--- src/rtl/icache_assoc_pkg.sv ---
// rtl/icache_assoc_pkg.sv - shared types, default geometry and helpers for icache_assoc
// Contents: clog2_min1 width helper, default geometry localparams, icache_addr_t
// (tag/idx/off/byte fields of a fetch address), icache_state_t controller states.
package icache_pkg;

    // Width of an index into n items, never below 1 so 1-entry arrays still get a signal.
    function automatic int unsigned clog2_min1(input int unsigned n);
        return (n < 2) ? 1 : $clog2(n);
    endfunction

    localparam int unsigned SETS_DEF  = 16;
    localparam int unsigned WAYS_DEF  = 2;
    localparam int unsigned WPB_DEF   = 2;
    localparam int unsigned OFF_W_DEF = clog2_min1(WPB_DEF);
    localparam int unsigned IDX_W_DEF = $clog2(SETS_DEF);
    localparam int unsigned TAG_W_DEF = 32 - IDX_W_DEF - OFF_W_DEF - 2;

    typedef struct packed {
        logic [TAG_W_DEF-1:0] tag;
        logic [IDX_W_DEF-1:0] idx;
        logic [OFF_W_DEF-1:0] off;
        logic [1:0]           bsel;
    } icache_addr_t;

    typedef enum logic [1:0] {IDLE, FILL, FLUSH} icache_state_t;

endpackage

--- src/rtl/icache_assoc_if.sv ---
// rtl/icache_assoc_if.sv - fetch-side and memory-side bundles of icache_assoc
// icache_dp_if : imemREN, imemaddr, iflush (datapath -> cache); ihit, imemload (cache -> datapath).
// icache_mem_if: iREN, iaddr (cache -> memory); iwait, iload (memory -> cache).
interface icache_dp_if;
    logic        imemREN;
    logic [31:0] imemaddr;
    logic        iflush;
    logic        ihit;
    logic [31:0] imemload;

    modport master (output imemREN, imemaddr, iflush, input ihit, imemload);
    modport slave  (input imemREN, imemaddr, iflush, output ihit, imemload);
endinterface

interface icache_mem_if;
    logic        iREN;
    logic [31:0] iaddr;
    logic        iwait;
    logic [31:0] iload;

    modport master (output iREN, iaddr, input iwait, iload);
    modport slave  (input iREN, iaddr, output iwait, iload);
endinterface

--- src/rtl/icache_assoc_lru.sv ---
// rtl/icache_assoc_lru.sv - per-set LRU age storage and victim selection (icache_lru)
// Ports: clk, rst (sync, active-high); idx set index; access/way mark way as most recent;
// victim = way holding the oldest age in set idx.
module icache_lru
    import icache_pkg::*;
#(
    parameter int unsigned SETS = 16,
    parameter int unsigned WAYS = 2
) (
    input  logic                         clk,
    input  logic                         rst,
    input  logic [$clog2(SETS)-1:0]      idx,
    input  logic                         access,
    input  logic [clog2_min1(WAYS)-1:0]  way,
    output logic [clog2_min1(WAYS)-1:0]  victim
);
    localparam int unsigned WAY_W = clog2_min1(WAYS);

    generate
        if (WAYS == 1) begin : g_single
            logic unused_in;
            assign unused_in = ^{clk, rst, idx, access, way};
            assign victim    = '0;
        end else begin : g_ages
            // Ages form a permutation of 0..WAYS-1 per set; 0 is most recent.
            logic [WAY_W-1:0] age_q [SETS][WAYS];

            always_ff @(posedge clk) begin
                if (rst) begin
                    for (int s = 0; s < SETS; s++)
                        for (int w = 0; w < WAYS; w++)
                            age_q[s][w] <= WAY_W'(w);
                end else if (access) begin
                    for (int w = 0; w < WAYS; w++) begin
                        if (WAY_W'(w) == way)
                            age_q[idx][w] <= '0;
                        else if (age_q[idx][w] < age_q[idx][way])
                            age_q[idx][w] <= age_q[idx][w] + 1'b1;
                    end
                end
            end

            always_comb begin
                victim = '0;
                for (int w = 0; w < WAYS; w++)
                    if (age_q[idx][w] == WAY_W'(WAYS - 1))
                        victim = WAY_W'(w);
            end
        end
    endgenerate
endmodule

--- src/rtl/icache_assoc.sv ---
// rtl/icache_assoc.sv - N-way set-associative read-only instruction cache with LRU and flush
// Ports: CLK; RST (sync, active-high); dp (icache_dp_if.slave) fetch port with zero-cycle hits;
// mem (icache_mem_if.master) block refill, one word per accepted beat (iREN & !iwait).
// Optional ICACHE_PERF_CNT_EN: adds saturating hit_cnt/miss_cnt outputs.
module icache_assoc
    import icache_pkg::*;
#(
    parameter int unsigned SETS          = 16,
    parameter int unsigned WAYS          = 2,
    parameter int unsigned WORDS_PER_BLK = 2
) (
    input  logic        CLK,
    input  logic        RST,
    icache_dp_if.slave  dp,
    icache_mem_if.master mem
`ifdef ICACHE_PERF_CNT_EN
    ,
    output logic [31:0] hit_cnt,
    output logic [31:0] miss_cnt
`endif
);
    localparam int unsigned OFF_W  = $clog2(WORDS_PER_BLK);
    localparam int unsigned IDX_W  = $clog2(SETS);
    localparam int unsigned TAG_W  = 32 - IDX_W - OFF_W - 2;
    localparam int unsigned OFF_W1 = clog2_min1(WORDS_PER_BLK);
    localparam int unsigned WAY_W  = clog2_min1(WAYS);

    icache_state_t     state_q, state_d;
    logic [TAG_W-1:0]  ltag_q, ltag_d;
    logic [IDX_W-1:0]  lidx_q, lidx_d;
    logic [OFF_W1-1:0] cnt_q, cnt_d;
    logic [IDX_W-1:0]  fcnt_q, fcnt_d;
    logic [WAY_W-1:0]  victim_q, victim_d;
    logic              flush_pend_q, flush_pend_d;

    logic [WAYS-1:0]   valid_q [SETS];
    logic [TAG_W-1:0]  tag_q   [SETS][WAYS];
    logic [31:0]       data_q  [SETS][WAYS][WORDS_PER_BLK];

    logic [TAG_W-1:0]  req_tag;
    logic [IDX_W-1:0]  req_idx;
    logic [OFF_W1-1:0] req_off;
    logic              unused_bsel;

    assign req_tag     = dp.imemaddr[31 -: TAG_W];
    assign req_idx     = dp.imemaddr[OFF_W + 2 +: IDX_W];
    // Masking keeps the word offset well-defined even for one-word blocks.
    assign req_off     = OFF_W1'(dp.imemaddr[31:2] & 30'(WORDS_PER_BLK - 1));
    assign unused_bsel = ^dp.imemaddr[1:0];

    logic             hit_any, free_any;
    logic [WAY_W-1:0] hit_way, free_way;

    // Descending scan so the lowest-index match wins.
    always_comb begin
        hit_any  = 1'b0;
        hit_way  = '0;
        free_any = 1'b0;
        free_way = '0;
        for (int w = WAYS - 1; w >= 0; w--) begin
            if (valid_q[req_idx][w] && tag_q[req_idx][w] == req_tag) begin
                hit_any = 1'b1;
                hit_way = WAY_W'(w);
            end
            if (!valid_q[req_idx][w]) begin
                free_any = 1'b1;
                free_way = WAY_W'(w);
            end
        end
    end

    logic [IDX_W-1:0] lru_idx;
    logic             lru_access;
    logic [WAY_W-1:0] lru_way, lru_victim;

    assign lru_idx = (state_q == FILL) ? lidx_q : req_idx;

    icache_lru #(.SETS(SETS), .WAYS(WAYS)) u_lru (
        .clk    (CLK),
        .rst    (RST),
        .idx    (lru_idx),
        .access (lru_access),
        .way    (lru_way),
        .victim (lru_victim)
    );

    logic fill_acc, fill_last;
    assign fill_acc  = (state_q == FILL) && !mem.iwait;
    assign fill_last = (cnt_q == OFF_W1'(WORDS_PER_BLK - 1));

    always_comb begin
        state_d      = state_q;
        ltag_d       = ltag_q;
        lidx_d       = lidx_q;
        cnt_d        = cnt_q;
        fcnt_d       = fcnt_q;
        victim_d     = victim_q;
        flush_pend_d = flush_pend_q;
        lru_access   = 1'b0;
        lru_way      = hit_way;
        dp.ihit      = 1'b0;
        dp.imemload  = '0;
        mem.iREN     = 1'b0;
        mem.iaddr    = '0;
        case (state_q)
            IDLE: begin
                if (dp.imemREN && hit_any) begin
                    dp.ihit     = 1'b1;
                    dp.imemload = data_q[req_idx][hit_way][req_off];
                    lru_access  = 1'b1;
                end
                if (flush_pend_q || dp.iflush) begin
                    state_d      = FLUSH;
                    flush_pend_d = 1'b0;
                    fcnt_d       = '0;
                end else if (dp.imemREN && !hit_any) begin
                    state_d  = FILL;
                    ltag_d   = req_tag;
                    lidx_d   = req_idx;
                    cnt_d    = '0;
                    victim_d = free_any ? free_way : lru_victim;
                end
            end
            FILL: begin
                mem.iREN  = 1'b1;
                mem.iaddr = (32'({ltag_q, lidx_q}) << (OFF_W + 2)) | (32'(cnt_q) << 2);
                if (dp.iflush)
                    flush_pend_d = 1'b1;
                if (fill_acc) begin
                    cnt_d = cnt_q + 1'b1;
                    if (fill_last) begin
                        cnt_d      = '0;
                        state_d    = IDLE;
                        lru_access = 1'b1;
                        lru_way    = victim_q;
                    end
                end
            end
            FLUSH: begin
                fcnt_d = fcnt_q + 1'b1;
                if (fcnt_q == IDX_W'(SETS - 1))
                    state_d = IDLE;
            end
            default: state_d = IDLE;
        endcase
    end

    always_ff @(posedge CLK) begin
        if (RST) begin
            state_q      <= IDLE;
            ltag_q       <= '0;
            lidx_q       <= '0;
            cnt_q        <= '0;
            fcnt_q       <= '0;
            victim_q     <= '0;
            flush_pend_q <= 1'b0;
            for (int s = 0; s < SETS; s++)
                valid_q[s] <= '0;
        end else begin
            state_q      <= state_d;
            ltag_q       <= ltag_d;
            lidx_q       <= lidx_d;
            cnt_q        <= cnt_d;
            fcnt_q       <= fcnt_d;
            victim_q     <= victim_d;
            flush_pend_q <= flush_pend_d;
            if (state_q == FLUSH)
                valid_q[fcnt_q] <= '0;
            else if (fill_acc && fill_last)
                valid_q[lidx_q][victim_q] <= 1'b1;
        end
    end

    // Tag and data need no reset: they are only observed through valid bits.
    always_ff @(posedge CLK) begin
        if (!RST && fill_acc) begin
            data_q[lidx_q][victim_q][cnt_q] <= mem.iload;
            if (fill_last)
                tag_q[lidx_q][victim_q] <= ltag_q;
        end
    end

`ifdef ICACHE_PERF_CNT_EN
    logic [31:0] hit_cnt_q, miss_cnt_q;
    logic        miss_start;

    assign miss_start = (state_q == IDLE) && (state_d == FILL);

    always_ff @(posedge CLK) begin
        if (RST) begin
            hit_cnt_q  <= '0;
            miss_cnt_q <= '0;
        end else begin
            if (dp.ihit && hit_cnt_q != '1)
                hit_cnt_q <= hit_cnt_q + 1'b1;
            if (miss_start && miss_cnt_q != '1)
                miss_cnt_q <= miss_cnt_q + 1'b1;
        end
    end

    assign hit_cnt  = hit_cnt_q;
    assign miss_cnt = miss_cnt_q;
`endif
endmodule

--- src/flat_wrapper.sv ---
// flat-port wrapper written by rule: the top's interface ports become plain ports
module icache_assoc_flat import icache_pkg::*;
#(
    parameter int unsigned SETS          = 16,
    parameter int unsigned WAYS          = 2,
    parameter int unsigned WORDS_PER_BLK = 2
)
  (CLK, RST, dp_imemREN, dp_imemaddr, dp_iflush, dp_ihit, dp_imemload, mem_iREN, mem_iaddr, mem_iwait, mem_iload);
  icache_dp_if dp_i ();
  icache_mem_if mem_i ();
  input  logic CLK;
  input  logic RST;
  input wire logic [$bits(dp_i.imemREN)-1:0] dp_imemREN;
  input wire logic [$bits(dp_i.imemaddr)-1:0] dp_imemaddr;
  input wire logic [$bits(dp_i.iflush)-1:0] dp_iflush;
  output wire logic [$bits(dp_i.ihit)-1:0] dp_ihit;
  output wire logic [$bits(dp_i.imemload)-1:0] dp_imemload;
  output wire logic [$bits(mem_i.iREN)-1:0] mem_iREN;
  output wire logic [$bits(mem_i.iaddr)-1:0] mem_iaddr;
  input wire logic [$bits(mem_i.iwait)-1:0] mem_iwait;
  input wire logic [$bits(mem_i.iload)-1:0] mem_iload;
  assign dp_i.imemREN = dp_imemREN;
  assign dp_i.imemaddr = dp_imemaddr;
  assign dp_i.iflush = dp_iflush;
  assign dp_ihit = dp_i.ihit;
  assign dp_imemload = dp_i.imemload;
  assign mem_iREN = mem_i.iREN;
  assign mem_iaddr = mem_i.iaddr;
  assign mem_i.iwait = mem_iwait;
  assign mem_i.iload = mem_iload;
  icache_assoc #(.SETS(SETS), .WAYS(WAYS), .WORDS_PER_BLK(WORDS_PER_BLK)) u_core (.CLK(CLK), .RST(RST), .dp(dp_i), .mem(mem_i));
endmodule
--- config.mk ---
export PLATFORM = sky130hd
export DESIGN_NAME = icache_assoc_flat
export DESIGN_NICKNAME = d
export VERILOG_FILES = /design/src/rtl/icache_assoc_pkg.sv /design/src/rtl/icache_assoc_if.sv /design/src/rtl/icache_assoc_lru.sv /design/src/rtl/icache_assoc.sv /design/src/flat_wrapper.sv
export SDC_FILE = /design/constraint.sdc
export NUM_CORES = 2
export LEC_CHECK = 0
export BUFFER_PORTS_ARGS = -buffer_cell sky130_fd_sc_hd__buf_2
export CORE_ASPECT_RATIO = 1.2
export CORE_UTILIZATION = 63
export CTS_CLUSTER_SIZE = 12
export DETAILED_ROUTE_END_ITERATION = 10
export PLACE_DENSITY = 0.8
export SLEW_MARGIN = 0
export SYNTH_ARGS = -nofsm -noshare
export SYNTH_HDL_FRONTEND = slang
export SYNTH_HIERARCHICAL = 1
export SYNTH_SLANG_ARGS = --single-unit
--- constraint.sdc ---
create_clock -name CLK -period 6.4 [get_ports CLK]
set_clock_uncertainty 0.1 [all_clocks]
set_input_delay 1.28 -clock CLK [delete_from_list [all_inputs] [get_ports CLK]]
set_output_delay 1.28 -clock CLK [all_outputs]
set_load 0.1 [all_outputs]
* Word level (Yosys, flattened, before mapping)
Memory sizes are Yosys's and may differ from the RTL's.
Index checks and enable logic that the tools add are counted.
** Storage, ports and cells
- Output and inout bits :: 66
- Memory bits (writable) :: 2912
- Input bits :: 69
- Memories :: 4
- Register bits :: 38
** Memories
- u_core.data_q :: words 16, width 128, read ports 1, clocked after Yosys merged registers in 0, wr ports 1, RTL line icache_assoc.sv:38 : logic [31:0] data_q [SETS][WAYS][WORDS_PER_BLK];
- u_core.tag_q :: words 16, width 50, read ports 1, clocked after Yosys merged registers in 0, wr ports 1, RTL line icache_assoc.sv:37 : logic [TAG_W-1:0] tag_q [SETS][WAYS];
- u_core.u_lru.g_ages.age_q :: words 16, width 2, read ports 1, clocked after Yosys merged registers in 0, wr ports 16, RTL line icache_assoc_lru.sv:26 : logic [WAY_W-1:0] age_q [SETS][WAYS];
- u_core.valid_q :: words 16, width 2, read ports 1, clocked after Yosys merged registers in 0, wr ports 16, RTL line icache_assoc.sv:36 : logic [WAYS-1:0] valid_q [SETS];
** Operators by class
- Equal/unequal tests :: 13
- Multiplexer cells :: 96
- Reductions and logical operators :: 25
- Bitwise gates (word level) :: 9
- Add/sub/neg operators :: 4
- Order comparisons :: 11
** Operators by type and width (count)
- two-way mux 64 bit :: 4
- two-way mux 32 bit :: 7
- two-way mux 128 bit :: 1
- demux 64 bit (select 1 bit) :: 1
- two-way mux 1 bit :: 57
- == test 25 bit :: 2
- two-way mux 50 bit :: 1
- demux 32 bit (select 1 bit) :: 1
- bitwise OR 32 x 3 -> 32 bit :: 1
- demux 25 bit (select 1 bit) :: 1
- two-way mux 25 bit :: 1
- two-way mux 2 bit :: 11
- two-way mux 4 bit :: 5
- >= comparator 2 bit (second input constant) :: 5
- logical AND 1 bit :: 10
- != test 2 x 1 -> 1 bit (second input constant) :: 5
- inverter 1 -> 2 bit :: 5
- case mux 4 bit (2 select lines) :: 1
- AND reduction 4 bit :: 2
- case mux 1 bit (2 select lines) :: 3
- case mux 2 bit (3 select lines) :: 1
- AND reduction 3 bit :: 2
- OR reduction 2 bit :: 3
- adder 4 x 1 -> 4 bit (second input constant) :: 1
- other kinds (18) :: 27

* Depth between registers and ports, before layout
An unclocked memory read counts as a cell.
- Depth in word-level cells :: 21
- Depth in mapped cells :: 22
- Depth with buffers taken out :: 13

* Cells and area by module
Netlist, hierarchy kept.
** Modules (own cells, without submodules)
- icache_assoc :: cells an instance 4981, area each 113362.5 sq um, instances 1
- icache_lru :: cells an instance 179, area each 2059.5 sq um, instances 1

* Worst setup path before layout
Ideal clock, no wire load.
- Path type :: input to output
- From :: in dp_imemaddr[3]
- To :: out dp_imemload[0]
- Buffers on the path :: 5
- Path slack :: -1280 ps
- Stages :: 14
- Data required time :: 5020 ps
- Arrival :: 6300 ps
- Cell sequence :: buf_4 -> buf_4 -> buf_2 -> mux4_2 -> a21oi_1 -> nand3_1 -> a2111oi_2 -> nand4_1 -> nor4_4 -> nor2b_1 -> buf_2 -> buf_4 -> mux2_2 -> nor3_1
** Between the ends
- Longest elaborated chain between the ends :: 14
- Elaborated cells between the ends (all ways) :: 20
- Those cells by class :: eq/ne (2); mux (11); bitwise (1); reduce/logical (3); memory (3)
** RTL lines
- start, declared :: RTL line flat_wrapper.sv:14 : input wire logic [$bits(dp_i.imemaddr)-1:0] dp_imemaddr;
- memory (16 x 50 bit)
- == test 25 bit :: RTL line icache_assoc.sv:61 : if (valid_q[req_idx][w] && tag_q[req_idx][w] == req_tag) begin
- logical AND 1 bit :: RTL line icache_assoc.sv:61
- two-way mux 1 bit (2 in series) :: RTL line icache_assoc.sv:61
- inverter 1 -> 2 bit (implied by the code) :: RTL line icache_assoc.sv:109 : dp.imemload = data_q[req_idx][hit_way][req_off];
- two-way mux 64 bit (implied by the code) (3 in series) :: RTL line icache_assoc.sv:109
- two-way mux 32 bit (implied by the code) (3 in series) :: RTL line icache_assoc.sv:109
- two-way mux 32 bit * :: RTL line icache_assoc.sv:107 : if (dp.imemREN && hit_any) begin
- two-way mux 32 bit * :: RTL line icache_assoc.sv:105 : case (state_q)
- end, declared :: RTL line flat_wrapper.sv:17 : output wire logic [$bits(dp_i.imemload)-1:0] dp_imemload;
Every way passes the cells marked *; elsewhere a longest branch is shown, timed or not. The select of a mux whose other input is x is not followed.

* Worst setup path after layout
- From :: in dp_imemaddr[3]
- To :: out dp_imemload[4]
Same word-level chain as after synthesis.

==> reports/qor.txt <==
Synthesized area = 115400 sq um
GRT overflow = 0
Initial DRC Count = 10160
Drt via density = 7.452
Skew-Pair Late Insertion Delay = 950 ps
Clk pwr share = 40.3%
WHS = 377.4 ps
DRC viols = 0
Crit path kind = in2out
Finish-stage setup viols = 32
Psw = 8.512 mW
Worst Hold Depth = 1
Global-route wire length before repair = 463000 microns
Final instance area = 131400 sq um
Multiplexer share of the synthesized area = 17.67%
Worst EP arrival = 5400 ps
Hold Startpoint = u_core/u_lru/g_ages.age_q[8][0]
Die ar. = 184900 sq um
CP endpoint kind = primary output
Power per cell area = 299.6 nW/um^2
Antenna viol nets, final = 0
R2r startpoint = u_core/state_q[1]
CTS tree = built
Rows = 171
Failing checks = setup timing
P_int = 30.85 mW
Hold-fix buffers, CTS = 0
Tmin final = 6780 ps
Placed Cells = 7704
Synth Area in XOR/XNOR = 0.4249%
Sw frac = 21.63%
Post-synth EDFFs = 2911
Initial antenna violation count = 26
Layout cell share with drive strength beyond 1 = 32.31%
Fin crit share = 105.9%
Maxcap violations = 0
Port Buffers = 130
Startpoint types = input port
Commonest non-fill, non-tap cell in the layout = edfxtp_1
Vias in the first global route = 61990
FMAX = 147.5 MHz
Synth Instances = 5160
Sequential Power Share = 54.2%
Tot GR Track Use = 36.56%
Wire per inst = 41.24 microns
Crit-path max FO = 8
Placed Area = 121900 sq um
Final setup margin = -380.2 ps
Fraction of the mapped netlist area in adder cells = 0.01084%
Drt total wl = 336800 microns
CTS H-tree lvls = 5
FFs w/ async S/R, synth = 0%
Setup slack, reg-to-reg = 1430 ps
Yosys top cell area share = 75.73%
Unrepaired setup endpoints after global routing = true
Most frequent cells in the layout = edfxtp_1, mux4_2, clkbuf_16, buf_4, nand2_1
TritonCTS Buffers = 304
M2 GR Usage = 58.16%
Slew HR = 3.808%
Post-synthesis sequential area ratio = 76.41%
GR Layer Usage met3 = 9.574%
Initial Utilization = 63.62%
Yosys reg bits = 2950
Layout Nets = 5700
Peak supply drop = 0.0003141 V
Largest net degree at the start of global routing = 90
Core Region = 181400 sq um
Synth Area in Simple Gates = 2.546%
Root buffer cell = clkbuf_16
Syn. warnings = 6
Hold Crit Endpoint = u_core/u_lru/g_ages.age_q[8][0]
Pleak = 42.30 nW
Status = finished, violations left
Final Hold Fails = 0
First-pass DRT Iterations = 10
Chip width = 392.7 microns
Number of fillers in the final layout = 9514
Worst hold path type = reg2reg
Largest family of logic cells by synthesized area = multiplexers
Final GP Congestion = 0.8842
GR Util met1 = 43.69%
Longest Clk Path Bufs = 4
Leading area contributor after synthesis = edfxtp_1
Reg2reg path depth = 6
Num ports = 135
Final Max Tran Viols = 0
Ys flop type = edfxtp_1
Area of the multi-input gates = 26940 sq um
Avg Cell Area, Syn = 22.37 sq um
GRT busiest layer = met2
DP Wirelength = 162600 microns
Total area of sequential cells = 88190 sq um
Die height = 470.9 microns
Main area contributors after synthesis = edfxtp_1, mux4_2, mux2i_1
Area grow syn2layout = 13.83%
Post-synth cell types = 69
Tot Pwr = 39.36 mW
Vias = 60860
Critical Path RT = 5020 ps
Part of the power in combinational logic = 5.5%
Worst R2R End = u_core/data_q[8][50]
Final core utilization = 72.41%
Reg clk slew, reported paths = 60 ps
Compound-Gate Fraction of Synth Area = 1.534%
Worst-margin pin slew = 1443 ps
Fin cells = 8168
Clock Sinks = 2950
==> synth_stat cells (10+ instances only) <==
| library cell | number |
|---|---|
| a211o_1 | 10 |
| mux4_2 | 829 |
| nor2b_1 | 17 |
| nand2b_1 | 35 |
| nor3_1 | 22 |
| nor2_1 | 191 |
| nor4_1 | 16 |
| buf_2 | 83 |
| o31a_1 | 19 |
| edfxtp_1 | 2911 |
| xnor2_1 | 36 |
| and3_1 | 60 |
| mux2_2 | 24 |
| buf_4 | 44 |
| clkbuf_1 | 135 |
| o21bai_2 | 10 |
| and3b_1 | 19 |
| a21oi_1 | 45 |
| o21ai_0 | 15 |
| nand3_1 | 39 |
| o21bai_1 | 53 |
| dfxtp_1 | 39 |
| a211oi_1 | 11 |
| a31oi_1 | 18 |
| xor2_1 | 20 |
| inv_1 | 15 |
| buf_1 | 27 |
| mux2i_1 | 135 |
| buf_6 | 17 |
| nand2_1 | 153 |
==> flip-flops by register name, summed over array words and instances, names as in the netlist <==
signal	cells
u_core/fcnt_q	4
u_core/valid_q	32
u_core/u_lru/g_ages.age_q	32
u_core/tag_q	800
u_core/ltag_q	25
u_core/cnt_q	1
u_core/data_q	2048
u_core/flush_pend_q	1
u_core/victim_q	1
u_core/lidx_q	4
u_core/state_q	2
==> per-layer routing <==
metal	vias up	wire length [microns]
li1	22530	-
met1	30960	100400
met2	5938	164500
met3	1407	43650
met4	26	27980
met5	-	285
==> worst max path at each step <==
stage                               from               to  slack, ps  cells past startpoint
after global routing      dp_imemaddr[3]   dp_imemload[4]       -380                     18
final                     dp_imemaddr[3]   dp_imemload[4]       -380                     18
after floorplan           dp_imemaddr[4]  dp_imemload[12]       -180                     13
after global placement    dp_imemaddr[3]  dp_imemload[25]       -360                     15
after detailed placement  dp_imemaddr[3]  dp_imemload[26]       -530                     15
after CTS                 dp_imemaddr[3]  dp_imemload[20]       -220                     15
==> power groups by stage <==
stage,sequential [mW],clock [mW],combinational [mW]
after floorplan,21.7,0,1.15
after global placement,21.7,0,1.90
after detailed placement,21.7,0,1.96
after CTS,21.3,15.8,2.08
after global routing,21.3,16.5,2.21
final,21.3,15.9,2.18
==> per-stage QoR <==
step | setup WS [ps] | TNS, ps
2_1_floorplan | -177.3 | -1272
3_3_place_gp | -355.2 | -7709
3_5_place_dp | -528.3 | -11220
4_1_cts | -223.0 | -4376
5_1_grt | -382.4 | -8933
6_report | -380.2 | -8357
==> worst max-delay path, cell delays in order <==
cell       delay [ps]
buf_16            150
buf_16            180
buf_12            120
mux4_2            510
a22o_1            230
nand2_2           110
nand3_2           120
a2111oi_4         420
nand4_1           160
buf_6             180
nor4_4            370
nor2b_4           240
buf_12            140
buf_12            130
buf_16            130
mux2_4            310
nor3_4            350
buf_12            220
==> what timing repair did <==
action | CTS | global route
endpoints found under the setup margin | 33 | 32
pin swaps | 27 | 28
endpoints found under the hold margin | 0 | 0
gates resized for setup | 119 | 44
buffers inserted | 16 | 20
cloned | 8 | 4
==> area by class of cell <==
cell class              count  area share (%)
clock inverters            21         0.09809
flip-flops and latches   2950           67.13
clock buffers             384           6.130
well taps                2422           2.307
inverters                  17         0.05524
multi-input cells        1887           20.51
repair buffers            470           3.742
diodes                     17         0.03238
==> cell families after synthesis <==
kind of cell    count (synthesis)
other cells                     1
mux                           992
compound gates                241
buf+inv                       324
xor+xnor                       56
flops                        2950
fa+ha+maj                       1
simple gates                  595
Power figures use the tool's default switching activity.
